**config.mk**
```make
export PLATFORM = sky130hd
export DESIGN_NAME = conv_tile_sched
export DESIGN_NICKNAME = d
export VERILOG_FILES = /design/src/rtl/conv_tile_sched.sv
export SDC_FILE = /design/constraint.sdc
export NUM_CORES = 1
export LEC_CHECK = 0
export ABC_AREA = 1
export CORE_ASPECT_RATIO = 1.25
export CORE_MARGIN = 2
export CORE_UTILIZATION = 58
export CTS_BUF_LIST = sky130_fd_sc_hd__clkbuf_8 sky130_fd_sc_hd__clkbuf_16
export CTS_CLUSTER_DIAMETER = 150
export DETAILED_ROUTE_END_ITERATION = 7
export PLACE_DENSITY = 0.95
export SKIP_LAST_GASP = 1
export SYNTH_ARGS = -nofsm -noshare
export SYNTH_HDL_FRONTEND = slang
export SYNTH_SLANG_ARGS = --single-unit
```
**constraint.sdc**
```tcl
create_clock -name clk -period 5.9 [get_ports clk]
set_clock_uncertainty 0.05 [all_clocks]
set_input_delay 1.18 -clock clk [delete_from_list [all_inputs] [get_ports clk]]
set_output_delay 1.18 -clock clk [all_outputs]
set_load 0.02 [all_outputs]
```
**src/rtl/conv_tile_sched.sv**
```systemverilog
// conv_tile_sched: walks a greyscale image held in 16-bit pixel memory and
// feeds the conv/pool engine one 4x4 tile at a time, stride 2 in x and y.
// Each tile takes 8 word reads packed into a 128-bit bus, then one engine
// read-enable pulse, then a wait for the engine's done pulse.
//
// Ports:
//   clk, rst                 clock, synchronous active-low reset
//   start, abort             frame control (abort wins over everything)
//   img_w, img_h, img_base   frame geometry, latched on accepted start
//   shift_cfg                engine shift, latched on accepted start
//   busy, done, err,
//   err_code, tile_count     frame status
//   mem_re, mem_addr,
//   mem_rdata                pixel memory read port (1-cycle latency)
//   eng_re, eng_addr,
//   eng_image, eng_shift,
//   eng_done                 conv/pool engine handshake
module conv_tile_sched #(
  parameter int unsigned TIMEOUT = 64
) (
  input  logic         clk,
  input  logic         rst,
  input  logic         start,
  input  logic         abort,
  input  logic [7:0]   img_w,
  input  logic [7:0]   img_h,
  input  logic [15:0]  img_base,
  input  logic [1:0]   shift_cfg,
  output logic         busy,
  output logic         done,
  output logic         err,
  output logic [1:0]   err_code,
  output logic [15:0]  tile_count,
  output logic         mem_re,
  output logic [15:0]  mem_addr,
  input  logic [15:0]  mem_rdata,
  output logic         eng_re,
  output logic [15:0]  eng_addr,
  output logic [127:0] eng_image,
  output logic [1:0]   eng_shift,
  input  logic         eng_done
);

  localparam int unsigned TW = $clog2(TIMEOUT) + 1;

  typedef enum logic [2:0] {
    S_IDLE, S_FETCH, S_ISSUE, S_WAIT, S_NEXT, S_DONE
  } state_e;

  state_e         state_q;
  logic [7:0]     w_q, h_q, tx_q, ty_q;
  logic [15:0]    row_q;       // word address of row ty of the current tile column 0
  logic [15:0]    tile_idx_q;
  logic [3:0]     k_q;
  logic [TW-1:0]  timer_q;

  logic           cfg_ok_c;
  logic           last_col_c, last_row_c;
  logic [7:0]     tx_n_c;
  logic [15:0]    row_n_c, half_w_c, next_tile_addr_c;
  logic [2:0]     slot_c;

  // Next-tile position and its first read address (row pointer, no multiply)
  always_comb begin
    cfg_ok_c         = !img_w[0] && (img_w >= 8'd4) && !img_h[0] && (img_h >= 8'd4);
    half_w_c         = 16'(w_q[7:1]);
    last_col_c       = (tx_q == (w_q - 8'd4));
    last_row_c       = (ty_q == (h_q - 8'd4));
    tx_n_c           = last_col_c ? 8'd0 : (tx_q + 8'd2);
    row_n_c          = last_col_c ? (row_q + 16'(w_q)) : row_q;
    next_tile_addr_c = row_n_c + 16'(tx_n_c[7:1]);
    slot_c           = 3'(k_q - 4'd1);
  end

  // Sequencer: state plus all registered outputs
  always_ff @(posedge clk) begin
    if (!rst) begin
      state_q    <= S_IDLE;
      w_q        <= '0;
      h_q        <= '0;
      tx_q       <= '0;
      ty_q       <= '0;
      row_q      <= '0;
      tile_idx_q <= '0;
      k_q        <= '0;
      timer_q    <= '0;
      busy       <= 1'b0;
      done       <= 1'b0;
      err        <= 1'b0;
      err_code   <= '0;
      tile_count <= '0;
      mem_re     <= 1'b0;
      mem_addr   <= '0;
      eng_re     <= 1'b0;
      eng_addr   <= '0;
      eng_image  <= '0;
      eng_shift  <= '0;
    end else begin
      done   <= 1'b0;
      eng_re <= 1'b0;
      if (abort) begin
        state_q <= S_IDLE;
        mem_re  <= 1'b0;
        busy    <= 1'b0;
      end else begin
        case (state_q)
          S_IDLE: begin
            if (start) begin
              if (cfg_ok_c) begin
                state_q    <= S_FETCH;
                w_q        <= img_w;
                h_q        <= img_h;
                eng_shift  <= shift_cfg;
                tx_q       <= '0;
                ty_q       <= '0;
                row_q      <= img_base;
                tile_idx_q <= '0;
                tile_count <= '0;
                err        <= 1'b0;
                err_code   <= '0;
                busy       <= 1'b1;
                k_q        <= '0;
                mem_re     <= 1'b1;
                mem_addr   <= img_base;
              end else begin
                err      <= 1'b1;
                err_code <= 2'b10;
              end
            end
          end
          S_FETCH: begin
            // Data for read k-1 is on mem_rdata; word k-1 covers bytes 2(k-1), 2(k-1)+1
            if (k_q != 4'd0) begin
              eng_image[{slot_c, 4'b0000} +: 16] <= mem_rdata;
            end
            // Even k -> right word of same row; odd k -> left word of next row
            if (k_q < 4'd7) begin
              mem_re   <= 1'b1;
              mem_addr <= k_q[0] ? (mem_addr + half_w_c - 16'd1) : (mem_addr + 16'd1);
            end else begin
              mem_re <= 1'b0;
            end
            k_q <= k_q + 4'd1;
            if (k_q == 4'd8) begin
              state_q  <= S_ISSUE;
              eng_re   <= 1'b1;
              eng_addr <= tile_idx_q;
            end
          end
          S_ISSUE: begin
            state_q <= S_WAIT;
            timer_q <= '0;
          end
          S_WAIT: begin
            if (eng_done) begin
              state_q    <= S_NEXT;
              tile_count <= tile_count + 16'd1;
            end else if (timer_q == TW'(TIMEOUT - 1)) begin
              state_q  <= S_IDLE;
              busy     <= 1'b0;
              err      <= 1'b1;
              err_code <= 2'b01;
            end else begin
              timer_q <= timer_q + TW'(1);
            end
          end
          S_NEXT: begin
            tile_idx_q <= tile_idx_q + 16'd1;
            if (last_col_c && last_row_c) begin
              state_q <= S_DONE;
              done    <= 1'b1;
            end else begin
              state_q  <= S_FETCH;
              tx_q     <= tx_n_c;
              row_q    <= row_n_c;
              if (last_col_c) begin
                ty_q <= ty_q + 8'd2;
              end
              k_q      <= '0;
              mem_re   <= 1'b1;
              mem_addr <= next_tile_addr_c;
            end
          end
          S_DONE: begin
            state_q <= S_IDLE;
            busy    <= 1'b0;
          end
          default: state_q <= S_IDLE;
        endcase
      end
    end
  end

endmodule

```
==> flow_metrics.tcl, run 1 <==
set metrics [dict create \
    vdd_drop_max_mv 0.217 \
    synthCells 2070 \
    finalHoldViolations 0 \
    drv_slew 0 \
    grt_pass1_vias 14100 \
    area_growth_pct 24.5 \
    drt_pass1_iterations 5 \
    std_cell_rows 63 \
    post_cts_resized 0 \
    antenna_left 0 \
    cpPeakStageDelay_ns 0.53 \
    period_needed_ns 4.49 \
    cp_max_fo 22 \
    diodes 0 \
    worstSetupStartpointType "register" \
    clockBufferDepth 3 \
    cts_tree "yes" \
    nets 2386 \
    start_util_pct 59.0 \
    syn_area_mm2 0.0141 \
    synth_area_per_cell_um2 6.79 \
    layout_common_cells "nand2_1 (335), nor2_1 (325), dfxtp_1 (261)" \
    cts_root_buffer "clkbuf_16" \
    min_period_over_period_pct 76.1 \
    async_reset_ff_share_pct 0 \
    place_ws_ns 1.57 \
    fin_util_pct 73.5 \
    worst_pin_slew_ns 1.07 \
    critPathRequiredTime_ns 6.34 \
    post_cts_buffers 0 \
    total_power_mw 3.95 \
    track_usage_pct 33.5 \
    max_freq_mhz 223 \
    cp_top_family "simple AND/OR/NAND/NOR gates" \
    synth_edf_count 0 \
    slew_headroom_pct 28.3 \
    die_w_um 143 \
    cp-end-kind "register" \
    synth_ff_type "dfxtp_1" \
    clock-sinks 261 \
    core_mm2 0.0238 \
    overflow 0 \
    drive_gt1_share_pct 5.11 \
    synth_top_family_by_area "simple AND/OR/NAND/NOR gates" \
    synth_top_area_share_pct 37.2 \
    fin_cells 2613 \
    ys_seq_elements 261 \
    gp_congestion 0.975 \
    powerDensity_mw_per_mm2 226 \
    antenna_found_initial 0 \
    vias 14900 \
    io_buffers 239 \
    placed_area_mm2 0.0166 \
    synth_fp_nets 2186 \
    grt_start_max_net_pins 128 \
    cp_common_cell "inv_1" \
    design_area_mm2 0.0175 \
    critPathArrivalTime_ns 4.93 \
    synth-xor-area-share_pct 2.18 \
    crit_path_top_delay_cell "a21boi_0" \
    fp.dieH_um 178 \
    post_drt_via_cell_ratio 5.72 \
    worst_slack_ns 1.41 \
    synth_mux_area_share_pct 0.0712 \
    setup_tns_ns 0 \
    drtIter0Drc 1233 \
    final_common_cell "nand2_1" \
    grt_pass1_wl_um 69600 \
    synthAdderAreaFrac_pct 5.59 \
    synth-simple-area-share_pct 28.4 \
    clk-insertion-delay-late_ns 0.55 \
    outcome "complete, no violations" \
    path_class "reg2reg" \
    dpl.hpwl_um 31800 \
    routed_wl_um 44200 \
    rsz0062_at_grt "false" \
    dp.cells 2567 \
    die_area_mm2 0.0255 \
    clkTransAtPathRegs_ns 0.07 \
    synth_area_leaders "dfxtp_1 (37%), nand2_1 (8.9%), nor2_1 (8.7%), o21ai_0 (7.4%), inv_1 (6.5%)" \
    cts_buffers 26 \
    leakagePower_nw 7.34 \
    cts_hold_buf 0 \
    routedWlPerCell_um 16.9 \
    boundaryPins 240 \
    nFillCells 1801 \
    setup_viol 0 \
    drc_errors 0 \
    cts_max_level 1 \
    r2r_setup_slack_ns 1.41 \
    synth_top_area_cell "dfxtp_1" \
    hold_slack_ns 0.397 \
    synth_cell_types 55 \
    cap_violations 0 \
    synth_seq_area_share_pct 37.2 \
    cp_num_buf_inv 5 \
    hold_path_class "reg2reg" \
    synth-compound-area-share_pct 17.1 \
    crit_chain "inv_1, ha_1, inv_1, nand2_1, nand2_1, nor2_1, nand3_1, nor2_1, nand3_2, or2_2, o21ai_0, inv_1, ha_1, nand2_1, a21oi_1, nor3_1, nor2_1, a21boi_0, nor3_2, inv_1, o21ai_0, nand3_1, nand2_1, inv_1" \
    yosys_warnings 0 \
]
power breakdown:
group,leakage (nW),switching [mW],internal [mW]
Combinational,4.80,0.275,0.157
Sequential,2.11,0.0228,1.78
Clock,0.443,0.731,0.989
Total,7.34,1.03,2.93
layer usage:
| layer | wire [um] | GRT usage (%) |
|---|---|---|
| met4 | 2480 | 16.7 |
| met5 | 0 | 0 |
| met2 | 21200 | 58.5 |
| met1 | 16100 | 37.5 |
| met3 | 4400 | 8.78 |
layout make-up:
class	count	area (um2)	area share, %
timing repair buffer	251	2480	14.2
multi-input combinational	1465	7500	42.9
tap	325	407	2.32
sequential	261	5230	29.9
inverter	265	997	5.70
clock buffer	30	706	4.03
clock inverter	16	175	1.00
registers in the layout, summed over array words and instances, names as in the netlist, 7 cells and up:
| name | count |
|---|---|
| eng_addr | 16 |
| eng_image | 128 |
| h_q | 8 |
| mem_addr | 16 |
| row_q | 16 |
| tile_count | 16 |
| tile_idx_q | 16 |
| timer_q | 7 |
| tx_q | 7 |
| ty_q | 7 |
| w_q | 8 |
worst reg2reg max path, cell delays in order (launching register included):
cell and delay (ns):
dfxtp_1 0.40, inv_1 0.17, ha_1 0.35, inv_1 0.06
nand2_1 0.06, nand2_1 0.04, nor2_1 0.12, nand3_1 0.09
nor2_1 0.11, nand3_2 0.36, or2_2 0.43, o21ai_0 0.10
inv_1 0.07, ha_1 0.34, nand2_1 0.13, a21oi_1 0.09
nor3_1 0.30, nor2_1 0.06, a21boi_0 0.53, nor3_2 0.18
inv_1 0.10, o21ai_0 0.08, nand3_1 0.11, nand2_1 0.05
inv_1 0.05
cell usage after synthesis, drive strengths merged (13+ instances only):
library cell,count
nor3,89
o21ai,228
clkbuf,57
xnor2,13
ha,58
nand2,339
inv,263
a211oi,15
nand4,21
nor2,337
xor2,22
nand3,106
buf,22
dfxtp,261
a21oi,182
final timing paths:
| kind | cells past startpoint | startpoint | end |
|---|---|---|---|
| setup / recovery | 24 | w_q[2] | mem_addr[11] |
| setup reg to reg | 24 | w_q[2] | mem_addr[11] |
| hold / removal | 2 | eng_image[75] | eng_image[75] |
| hold reg to reg | 2 | eng_image[75] | eng_image[75] |
kinds of logic after synthesis:
family | count (synthesis)
AND/OR/NAND/NOR | 916
multiplexers | 1
buffers and inverters | 344
flip-flops | 261
AO/OA/AOI/OAI | 452
adder cells (fa/ha/maj) | 61
XOR/XNOR | 35
Note: power is estimated with default switching activity, not from simulation.
==> inputs of run 2 (changes only) <==
Settings changed: CORE_UTILIZATION 58 to 49, PLACE_DENSITY 0.95 to 0.87.
Clock period 5.9 ns to 4.1 ns, I/O delays scaled along.
==> flow_metrics.tcl, run 2 (synthesis gave the netlist of run 1 again) <==
set metrics [dict create \
    grt_start_max_net_pins 179 \
    slew_headroom_pct 51.8 \
    start_util_pct 49.6 \
    worst_pin_slew_ns 0.720 \
    clkTransAtPathRegs_ns 0.06 \
    grt_pass1_vias 14300 \
    outcome "complete, no violations" \
    dpl.hpwl_um 32600 \
    cp_num_buf_inv 4 \
    period_needed_ns 3.81 \
    path_class "reg2reg" \
    min_period_over_period_pct 92.9 \
    io_buffers 239 \
    max_freq_mhz 262 \
    diodes 0 \
    routedWlPerCell_um 16.6 \
    clk-insertion-delay-late_ns 0.54 \
    antenna_found_initial 0 \
    nets 2405 \
    setup_tns_ns 0 \
    cp-end-kind "register" \
    layout_common_cells "nand2_1 (335), nor2_1 (324), dfxtp_1 (260)" \
    powerDensity_mw_per_mm2 315 \
    setup_viol 0 \
    post_drt_via_cell_ratio 5.49 \
    cpPeakStageDelay_ns 0.35 \
    clock-sinks 261 \
    clockBufferDepth 3 \
    rsz0062_at_grt "false" \
    top_register "eng_image" \
    std_cell_rows 69 \
    finalHoldViolations 0 \
    cts_buffers 27 \
    area_growth_pct 25.9 \
    drtIter0Drc 842 \
    overflow 0 \
    leakagePower_nw 7.44 \
    cts_tree "yes" \
    cts_root_buffer "clkbuf_16" \
    cap_violations 0 \
    largest_reg_flops 128 \
    cp_top_family "simple AND/OR/NAND/NOR gates" \
    core_mm2 0.0283 \
    hold_path_class "reg2reg" \
    track_usage_pct 28.7 \
    die_w_um 155 \
    drv_slew 0 \
    cts_max_level 1 \
    antenna_left 0 \
    die_area_mm2 0.0301 \
    vdd_drop_max_mv 0.319 \
    critPathRequiredTime_ns 4.48 \
    cp_max_fo 6 \
    worstSetupStartpointType "register" \
    cp_common_cell "nand2_1" \
    fp.dieH_um 193 \
    routed_wl_um 44300 \
    drt_pass1_iterations 6 \
    drc_errors 0 \
    gp_congestion 0.921 \
    boundaryPins 240 \
    design_area_mm2 0.0177 \
    critPathArrivalTime_ns 4.19 \
    vias 14600 \
    placed_area_mm2 0.0168 \
    grt_pass1_wl_um 71300 \
    drive_gt1_share_pct 6.16 \
    final_common_cell "nand2_1" \
    crit_path_top_delay_cell "dfxtp_2" \
]
run 2: report_power, final:
part / internal (mW) / leakage [nW] / switching [mW] / total (mW)
registers: 2.56 / 2.11 / 0.0314 / 2.59
logic: 0.232 / 4.90 / 0.399 / 0.631
clock network: 1.29 / 0.427 / 1.06 / 2.35
run 2: tightest hold or removal path, cell delays in order, from the launching register on:
cell and delay [ns]:
dfxtp_1 0.31, nand2_1 0.06, nor2_1 0.03
run 2: final timing paths:
check | from | end | slack (ns) | cells past startpoint
worst max-delay path | w_q[3] | mem_addr[12] | 0.29 | 27
worst min-delay path | h_q[0] | h_q[0] | 0.40 | 2
worst max register to register | w_q[3] | mem_addr[12] | 0.29 | 27
worst min register to register | h_q[0] | h_q[0] | 0.40 | 2
run 2: area by class of cell:
class                           instances  area, um2
Clock buffer                           32        744
Timing Repair Buffer                  268       2620
Inverter                              265        997
Sequential cell                       261       5230
Multi-Input combinational cell       1466       7570
Tap cell                              355        444
Clock inverter                         15       93.8
Fill cell                            2477      10600
run 2: stage by stage:
step / hold slack, ns / power [mW] / util (%) / worst slack [ns] / cells
after global routing: 0.419 / 5.77 / 62.5 / 0.0118 / 2662
after global placement: 0.382 / 3.25 / 59.2 / 0.174 / 2611
after floorplan: 0.369 / 3.04 / - / 0.290 / 2070
final: 0.396 / 5.58 / 62.5 / 0.290 / 2662
after detailed placement: 0.385 / 3.26 / 59.2 / 0.0984 / 2611
after CTS: 0.394 / 5.58 / 62.2 / 0.0651 / 2658
run 2: metal layers:
| layer | routed length, um | up-vias | global-route usage (%) |
|---|---|---|---|
| met5 | 0 | - | 0 |
| met4 | 2490 | 0 | 13.7 |
| met3 | 3990 | 139 | 8.06 |
| met2 | 21000 | 565 | 49.4 |
| met1 | 16800 | 6727 | 32.7 |
| li1 | - | 7194 | - |
run 2: timing repair:
action / in CTS / in global routing
setup buffers: 0 / 3
endpoints found under the setup margin: 0 / 10
resized for setup: 0 / 10
hold buffers: 0 / 0
